===== src/rtl/gf_reduce.sv =====
// -----------------------------------------------------------------------------
// gf_reduce
//   Reduces an unreduced carry-less product modulo a field polynomial of
//   degree m (1..DATA_WIDTH), one polynomial degree per clock cycle, using
//   an IDLE -> REDUCE -> DONE state machine.
//
// Ports
//   clk          single clock, all state changes on its rising edge
//   resetn       synchronous active-low reset
//   enable       start request, sampled only in IDLE
//   in_width     field degree m for the operation
//   in_poly      modulus polynomial (bit m implicit, bits above m ignored)
//   in_product   unreduced carry-less product
//   out_reduced  registered result, bits m and above read 0
//   op_finish    registered one-cycle completion pulse
//   out_error    registered, set with op_finish when in_width is invalid
//   busy         high whenever the FSM is not in IDLE
//
// Configuration macro
//   GF_REDUCE_EARLY_EXIT_EN  finish as soon as the bits at and above degree m
//                            of the remainder are all zero (variable latency)
// -----------------------------------------------------------------------------
module gf_reduce #(
  parameter int DATA_WIDTH = 8
) (
  input  logic                          clk,
  input  logic                          resetn,
  input  logic                          enable,
  input  logic [$clog2(DATA_WIDTH):0]   in_width,
  input  logic [DATA_WIDTH:0]           in_poly,
  input  logic [2*DATA_WIDTH-1:0]       in_product,
  output logic [DATA_WIDTH-1:0]         out_reduced,
  output logic                          op_finish,
  output logic                          out_error,
  output logic                          busy
);

  localparam int WW = $clog2(DATA_WIDTH) + 1;
  localparam int PW = 2 * DATA_WIDTH;
  localparam int IW = $clog2(PW);

  typedef enum logic [1:0] {
    IDLE   = 2'd0,
    REDUCE = 2'd1,
    DONE   = 2'd2
  } state_t;

  state_t                state_q, state_d;
  logic [WW-1:0]         m_q, m_d;
  logic [DATA_WIDTH:0]   poly_q, poly_d;
  logic [PW-1:0]         rem_q, rem_d;
  logic [IW-1:0]         idx_q, idx_d;
  logic [DATA_WIDTH-1:0] out_q, out_d;
  logic                  fin_q, fin_d;
  logic                  err_q, err_d;
  logic                  busy_q, busy_d;

  logic                  m_valid_s;
  logic [PW-1:0]         cap_rem_s;
  logic [DATA_WIDTH:0]   cap_poly_s;
  logic [PW-1:0]         poly_ext_s;
  logic [IW-1:0]         shamt_s;
  logic [PW-1:0]         red_rem_s;
  logic [PW-1:0]         rem_new_s;
  logic [WW-1:0]         m_cur_s;
  logic [DATA_WIDTH-1:0] low_s;
  logic                  early_exit_s;

  // Capture-side masking: product keeps bits [2m-2:0], poly keeps bits [m-1:0].
  always_comb begin
    cap_rem_s  = '0;
    cap_poly_s = '0;
    m_valid_s  = (in_width != '0) && (int'(in_width) <= DATA_WIDTH);
    for (int i = 0; i < PW; i++) begin
      cap_rem_s[i] = (i < 2 * int'(in_width) - 1) ? in_product[i] : 1'b0;
    end
    for (int i = 0; i <= DATA_WIDTH; i++) begin
      cap_poly_s[i] = (i < int'(in_width)) ? in_poly[i] : 1'b0;
    end
  end

  // One reduction step: cancel the current top bit with the shifted modulus.
  always_comb begin
    poly_ext_s = PW'(poly_q) | (PW'(1) << m_q);
    shamt_s    = idx_q - IW'(m_q);
    red_rem_s  = rem_q[idx_q] ? (rem_q ^ (poly_ext_s << shamt_s)) : rem_q;
  end

  // Remainder and degree as they will be after this edge, used for the result
  // and for the early-exit test (capture in IDLE, reduction step otherwise).
  always_comb begin
    rem_new_s = (state_q == IDLE) ? cap_rem_s : red_rem_s;
    m_cur_s   = (state_q == IDLE) ? in_width : m_q;
    low_s     = '0;
    for (int i = 0; i < DATA_WIDTH; i++) begin
      low_s[i] = (i < int'(m_cur_s)) ? rem_new_s[i] : 1'b0;
    end
  end

`ifdef GF_REDUCE_EARLY_EXIT_EN
  // Nothing left at or above degree m means the remainder is already final.
  always_comb begin
    early_exit_s = 1'b1;
    for (int i = 0; i < PW; i++) begin
      early_exit_s = early_exit_s & ~((i >= int'(m_cur_s)) & rem_new_s[i]);
    end
  end
`else
  assign early_exit_s = 1'b0;
`endif

  // Next-state and datapath control.
  always_comb begin
    state_d = state_q;
    m_d     = m_q;
    poly_d  = poly_q;
    rem_d   = rem_q;
    idx_d   = idx_q;
    out_d   = out_q;
    fin_d   = 1'b0;
    err_d   = err_q;
    case (state_q)
      IDLE: begin
        if (enable) begin
          m_d   = in_width;
          err_d = 1'b0;
          if (!m_valid_s) begin
            state_d = DONE;
            poly_d  = '0;
            rem_d   = '0;
            idx_d   = '0;
            out_d   = '0;
            fin_d   = 1'b1;
            err_d   = 1'b1;
          end else begin
            poly_d = cap_poly_s;
            rem_d  = cap_rem_s;
            idx_d  = IW'(2 * int'(in_width) - 2);
            // m=1 has nothing to reduce: the masked product is already rem[0].
            if ((in_width == WW'(1)) || early_exit_s) begin
              state_d = DONE;
              out_d   = low_s;
              fin_d   = 1'b1;
            end else begin
              state_d = REDUCE;
            end
          end
        end else begin
          state_d = IDLE;
        end
      end
      REDUCE: begin
        rem_d = red_rem_s;
        idx_d = idx_q - IW'(1);
        if ((idx_q == IW'(m_q)) || early_exit_s) begin
          state_d = DONE;
          out_d   = low_s;
          fin_d   = 1'b1;
        end else begin
          state_d = REDUCE;
        end
      end
      DONE: begin
        state_d = IDLE;
      end
      default: begin
        state_d = IDLE;
      end
    endcase
    busy_d = (state_d != IDLE);
  end

  // State and output registers with synchronous active-low reset.
  always_ff @(posedge clk) begin
    if (!resetn) begin
      state_q <= IDLE;
      m_q     <= '0;
      poly_q  <= '0;
      rem_q   <= '0;
      idx_q   <= '0;
      out_q   <= '0;
      fin_q   <= 1'b0;
      err_q   <= 1'b0;
      busy_q  <= 1'b0;
    end else begin
      state_q <= state_d;
      m_q     <= m_d;
      poly_q  <= poly_d;
      rem_q   <= rem_d;
      idx_q   <= idx_d;
      out_q   <= out_d;
      fin_q   <= fin_d;
      err_q   <= err_d;
      busy_q  <= busy_d;
    end
  end

  assign out_reduced = out_q;
  assign op_finish   = fin_q;
  assign out_error   = err_q;
  assign busy        = busy_q;

endmodule


===== config.mk =====
export PLATFORM = sky130hd
export DESIGN_NAME = gf_reduce
export DESIGN_NICKNAME = d
export VERILOG_FILES = /design/src/rtl/gf_reduce.sv
export SDC_FILE = /design/constraint.sdc
export NUM_CORES = 1
export LEC_CHECK = 0
export CAP_MARGIN = 10
export CORE_MARGIN = 1.5
export CORE_UTILIZATION = 48
export CTS_CLUSTER_DIAMETER = 40
export DETAILED_ROUTE_END_ITERATION = 16
export DONT_BUFFER_PORTS = 1
export GPL_TIMING_DRIVEN = 1
export PLACE_DENSITY = 0.67
export SYNTH_ARGS = -nofsm -noshare
export SYNTH_HDL_FRONTEND = slang
export SYNTH_SLANG_ARGS = --single-unit

===== constraint.sdc =====
create_clock -name clk -period 4.44 [get_ports clk]
set_input_delay 0.888 -clock clk [delete_from_list [all_inputs] [get_ports clk]]
set_output_delay 0.888 -clock clk [all_outputs]
set_load 0.005 [all_outputs]

==> metrics.txt, run 1 <==
status finished clean; GP Congestion 0.961; DRT Pass-1 Iters 5; Clock Sinks 45; Hold Slack 487 ps; DR DRC count 0; clock-pin slew on the worst setup and hold paths 90 ps; setup repair bufs after CTS 0; post-synthesis simple-gate area fraction 0.244; setup repair after global routing missed its margin false; FF+latch count, synth 45; Final #Nets 513; f_max 265 MHz; endpoints failing setup 0; mux share of post-synthesis cell area 0.0894; register area 901 µm²; area grow syn2layout 4.35%; R2R setup slack 660 ps; pin count of the biggest net entering global routing 31; crit start category flop; Power Dens Cells 354 nW/µm²; main flop type after synthesis dfxtp_1; wire per inst 20.4 µm; Die X 91.2 µm; Worst VDD drop 0.174 mV; worst-path fanout max 10; initial antenna violation count 0; starting density of the core 0.504; EDFF count, synth 0; layout cells sized above 1 0.0947; sequential area share after synthesis 0.241; htree depth 2; hold buffer count at CTS 0; Cells after Synth 493; endpoints failing hold 0; CTS buffer count 5; std cell rows 31; Fin Setup TNS 0 ps; worst-skew pair later-pin latency 310 ps; DRT iter0 DRCs 277; Worst Path Arrival 3970 ps; Clock Skews 6.93 ps; fin area 3900 µm²; die height 91.2 µm; Diodes inserted 0; Synth Area in Compound Gates 0.299; antenna viol nets, final 0; count of cell types in the netlist 71; first-pass GRT wire length 19200 µm; CP Class flop to flop; synth warn 0; area of the multi-input gates 2610 µm²; minimum clock period after layout 3780 ps; # Max-Cap Violations 0; WP data required 4630 ps; synthesized area 3740 µm²; LEAKAGE 0.00136 µW; worst slew pin tran 911 ps; post-DP HPWL 8430 µm; normalized max-slew margin 0.392; Top Ports 43; HP Class flop to flop; post-synthesis xor/xnor area fraction 0.0418; FILL cells 723; syn nets 532; CTS max path bufs 2; Via density 6.74; DIE AREA 8320 µm²; mean post-synth cell area 7.58 µm²; most frequent cells in the layout 57 x nand2_1, 47 x a21oi_1, 45 x dfxtp_1; Final Cycle Share 0.851; Synth Area in Adders 0.0254; Max Slew Vio Count 0; commonest non-fill, non-tap cell in the layout nand2_1; DR vias 3870; total congestion overflow 0; Area after DPL 3780 µm²; core area 7410 µm²; crit end category flop; CTS tree done; GRT Total Usage 0.291; DRT Wirelength 11700 µm; final core utilization 0.526; root buffer cell clkbuf_8; vias in the first global route 3666; largest family of logic cells by synthesized area compound AO/OA/AOI/OAI gates; IO Port Bufs 0; FFs w/ async S/R, synth 0; Gates resized, CTS repair 0
[where the power goes]
group	total [µW]	switching, µW	internal [µW]
logic	576	350	226
registers	468	37.8	430
clock network	338	154	184
[per-layer routing]
layer  vias to the layer above  track usage  part of all wire
met2                       165        0.486              0.48
met1                      1873        0.379              0.43
met3                        18       0.0586             0.075
met5                         -            0                 0
li1                       1814            -                 -
met4                         0       0.0807             0.018
[state kept, by name, summed over array words and instances (netlist names)]
register / cells
rem_q: 16
poly_q: 9
out_error: 1
out_reduced: 8
busy: 1
m_q: 4
state_q: 2
idx_q: 4
[cells in the mapped netlist (5+ instances only)]
cell	count	area [µm²]
nand2_1	57	214
a21oi_1	47	235
dfxtp_1	45	901
nor2_1	33	124
clkbuf_1	24	90.1
o21ai_0	23	115
nor3_1	18	90.1
inv_1	14	52.6
nand3_1	13	65.1
mux2i_1	12	120
a31oi_1	11	68.8
and3_1	11	68.8
a22oi_1	10	75.1
nand2b_1	10	62.6
xnor2_1	10	87.6
nor2b_1	9	56.3
o211ai_1	9	67.6
buf_2	8	40.0
a211oi_1	7	52.6
mux4_2	7	158
o31ai_1	7	52.6
ha_1	6	75.1
nand4_1	6	37.5
xor2_1	6	52.6
a221oi_1	5	43.8
a311oi_1	5	43.8
mux2_2	5	56.3
[cell type report]
type / count / area share
multi-input cells: 395 / 0.670
flip-flops and latches: 45 / 0.231
clock buffers: 7 / 0.0221
repair buffers: 12 / 0.0231
clock inverters: 1 / 0.00770
inverters: 15 / 0.0144
well taps: 99 / 0.0318
[logic make-up (layout without fill, tap and decap cells)]
logic type	Yosys count	after routing
AND/OR/NAND/NOR	182	182
AO/OA/AOI/OAI	165	165
buffers and inverters	53	35
flip-flops	45	45
multiplexers	24	24
XOR/XNOR	17	17
adder cells (fa/ha/maj)	7	7
[worst max-delay path, stage by stage, from the launching register on]
cell and delay, ps:
dfxtp_1 370, inv_1 140, ha_1 180, inv_1 50, fa_1 780, xor2_1 460
a311oi_1 230, o41ai_1 540, o211ai_1 360, xnor2_1 220, o211ai_1 230, a21oi_1 100
[stage by stage]
stage / power, µW / cells / worst slack, ps
floorplan: 916 / 493 / 1270
global placement: 1030 / 566 / 773
detailed placement: 1040 / 566 / 733
CTS: 1380 / 574 / 756
global route: 1460 / 574 / 490
finish: 1380 / 574 / 660
[worst paths after layout]
check / to / cells after the start / start
worst max-delay path: out_reduced[4] / 11 / idx_q[0]
worst max register to register: out_reduced[4] / 11 / idx_q[0]
worst min-delay path: poly_q[6] / 2 / poly_q[6]
worst min register to register: poly_q[6] / 2 / poly_q[6]
(Power assumes the default switching activity.)
==> inputs of run 2 (changes only) <==
--- a/config.mk
+++ b/config.mk
@@ -5,14 +5,15 @@
 export SDC_FILE = /design/constraint.sdc
 export NUM_CORES = 1
 export LEC_CHECK = 0
+export ABC_CLOCK_PERIOD_IN_PS = 4440
 export CAP_MARGIN = 10
 export CORE_MARGIN = 1.5
-export CORE_UTILIZATION = 48
+export CORE_UTILIZATION = 50
 export CTS_CLUSTER_DIAMETER = 40
 export DETAILED_ROUTE_END_ITERATION = 16
 export DONT_BUFFER_PORTS = 1
 export GPL_TIMING_DRIVEN = 1
-export PLACE_DENSITY = 0.67
+export PLACE_DENSITY = 0.69
 export SYNTH_ARGS = -nofsm -noshare
 export SYNTH_HDL_FRONTEND = slang
 export SYNTH_SLANG_ARGS = --single-unit
==> run 2 against run 1 <==
Register-to-register slack improved by 160 ps. Critical path depth unchanged. Die area decreased by 3.9%. Non-clock buffer count increased by 1. Hold slack improved by 15 ps.
==> metrics.txt, run 2 (synthesis gave the netlist of run 1 again) <==
Top Ports 43 (unchanged); Max Slew Vio Count 0 (unchanged); Hold Slack 503 ps (was 487 ps); post-DP HPWL 8540 µm (was 8430 µm); hold path cells 2 (unchanged); CTS buffer count 5 (unchanged); RR Startpoint idx_q[0] (unchanged); Die X 89.5 µm (was 91.2 µm); worst-path fanout max 10 (unchanged); vias in the first global route 3472 (was 3666); worst-skew pair later-pin latency 300 ps (was 310 ps); Gates resized, CTS repair 0 (unchanged); commonest non-fill, non-tap cell in the layout nand2_1 (unchanged); total chip power 1380 µW (about the same); Worst Path Arrival 3820 ps (was 3970 ps); CTS tree done (unchanged); endpoints failing setup 0 (unchanged); Fin Setup TNS 0 ps (unchanged); DRT iter0 DRCs 490 (was 277); first-pass GRT wire length 18300 µm (was 19200 µm); hold buffer count at CTS 0 (unchanged); area grow syn2layout 4.55% (was 4.35%); initial antenna violation count 0 (unchanged); min-delay src poly_q[1] (was poly_q[6]); Diodes inserted 0 (unchanged); DRT Pass-1 Iters 5 (unchanged); WP data required 4640 ps (was 4630 ps); htree depth 2 (unchanged); Final Cycle Share 0.816 (was 0.851); Hold Path End poly_q[1] (was poly_q[6]); GP Congestion 0.975 (was 0.961); crit end category flop (unchanged); CTS max path bufs 2 (unchanged); endpoints failing hold 0 (unchanged); crit start category flop (unchanged); R2R setup slack 820 ps (was 660 ps); LEAKAGE 0.00136 µW (about the same); DR vias 3915 (was 3870); setup repair bufs after CTS 0 (unchanged); pin count of the biggest net entering global routing 31 (unchanged); Final #Nets 514 (was 513); max reg flops 16 (unchanged); DRT Wirelength 11900 µm (was 11700 µm); DR DRC count 0 (unchanged); layout cells sized above 1 0.0966 (was 0.0947); antenna viol nets, final 0 (unchanged); GRT Total Usage 0.303 (was 0.291); wire per inst 20.7 µm (was 20.4 µm); Clock Skews 9.60 ps (was 6.93 ps); worst slew pin tran 881 ps (was 911 ps); Power Dens Cells 354 nW/µm² (about the same); Via density 6.81 (was 6.74); total congestion overflow 0 (unchanged); clock-pin slew on the worst setup and hold paths 90 ps (about the same); Clock Sinks 45 (unchanged); core area 7250 µm² (was 7410 µm²); r2r endpoint out_reduced[6] (was out_reduced[4]); # Max-Cap Violations 0 (unchanged); largest register by flop count rem_q (unchanged); die height 89.5 µm (was 91.2 µm); DIE AREA 8000 µm² (was 8320 µm²); most frequent cells in the layout 57 x nand2_1, 47 x a21oi_1, 45 x dfxtp_1 (unchanged); Worst VDD drop 0.156 mV (was 0.174 mV); Area after DPL 3790 µm² (was 3780 µm²); fin area 3910 µm² (was 3900 µm²); normalized max-slew margin 0.412 (was 0.392); root buffer cell clkbuf_8 (unchanged); worst-case reg-to-reg path depth 11 (unchanged); HP Class flop to flop (unchanged); CP Class flop to flop (unchanged); f_max 276 MHz (was 265 MHz); status finished clean (unchanged); setup repair after global routing missed its margin false (unchanged); minimum clock period after layout 3620 ps (was 3780 ps); IO Port Bufs 0 (unchanged); final core utilization 0.539 (was 0.526); FILL cells 702 (was 723); std cell rows 31 (unchanged); starting density of the core 0.515 (was 0.504)
==> run 2: cell types whose count changed in the layout (fill, tap and decap cells not counted) <==
cell / change
buf_4: +1
==> run 2: layer usage <==
metal | vias up | wire, µm | GRT usage
met4 | 0 | 343 | 0.0979
met1 | 1854 | 4760 | 0.397
li1 | 1814 | - | -
met5 | - | 0 | 0
met3 | 32 | 1150 | 0.0563
met2 | 215 | 5620 | 0.504
==> run 2: final cells by class <==
cell class	count	area, µm²	area share
Sequential cell	45	901	0.231
Tap cell	99	124	0.0317
Clock inverter	1	30.0	0.00768
Timing Repair Buffer	13	97.6	0.0250
Inverter	15	56.3	0.0144
Clock buffer	7	86.3	0.0221
Multi-Input combinational cell	395	2610	0.669
==> run 2: through the flow <==
step,worst slack [ps],cells
finish,818,575
global route,643,575
CTS,928,575
detailed placement,942,567
global placement,976,567
floorplan,1270,493
==> run 2: how the worst max path moves through the flow <==
stage / from / endpoint / slack (ps) / depth (start not counted)
after detailed placement: idx_q[0] / out_reduced[6] / 940 / 11
after floorplan: m_q[1] / out_reduced[7] / 1270 / 12
after global placement: idx_q[0] / out_reduced[7] / 980 / 12
final: idx_q[0] / out_reduced[6] / 820 / 11
after CTS: idx_q[0] / out_reduced[6] / 930 / 11
after global routing: idx_q[0] / rem_q[12] / 640 / 9
==> run 2: worst max-delay path, cell delays in order, from the launching register on <==
cell	delay, ps
dfxtp_1	370
inv_1	130
ha_1	170
inv_1	60
fa_1	760
xor2_1	370
a31oi_1	190
a221oi_1	520
mux2_2	280
nand2_1	120
and3_1	210
o311a_1	340
==> run 2: power by group <==
part           internal, µW  switching (µW)
clock                   184             148
sequential              430            38.1
combinational           226             356
total                   840             542
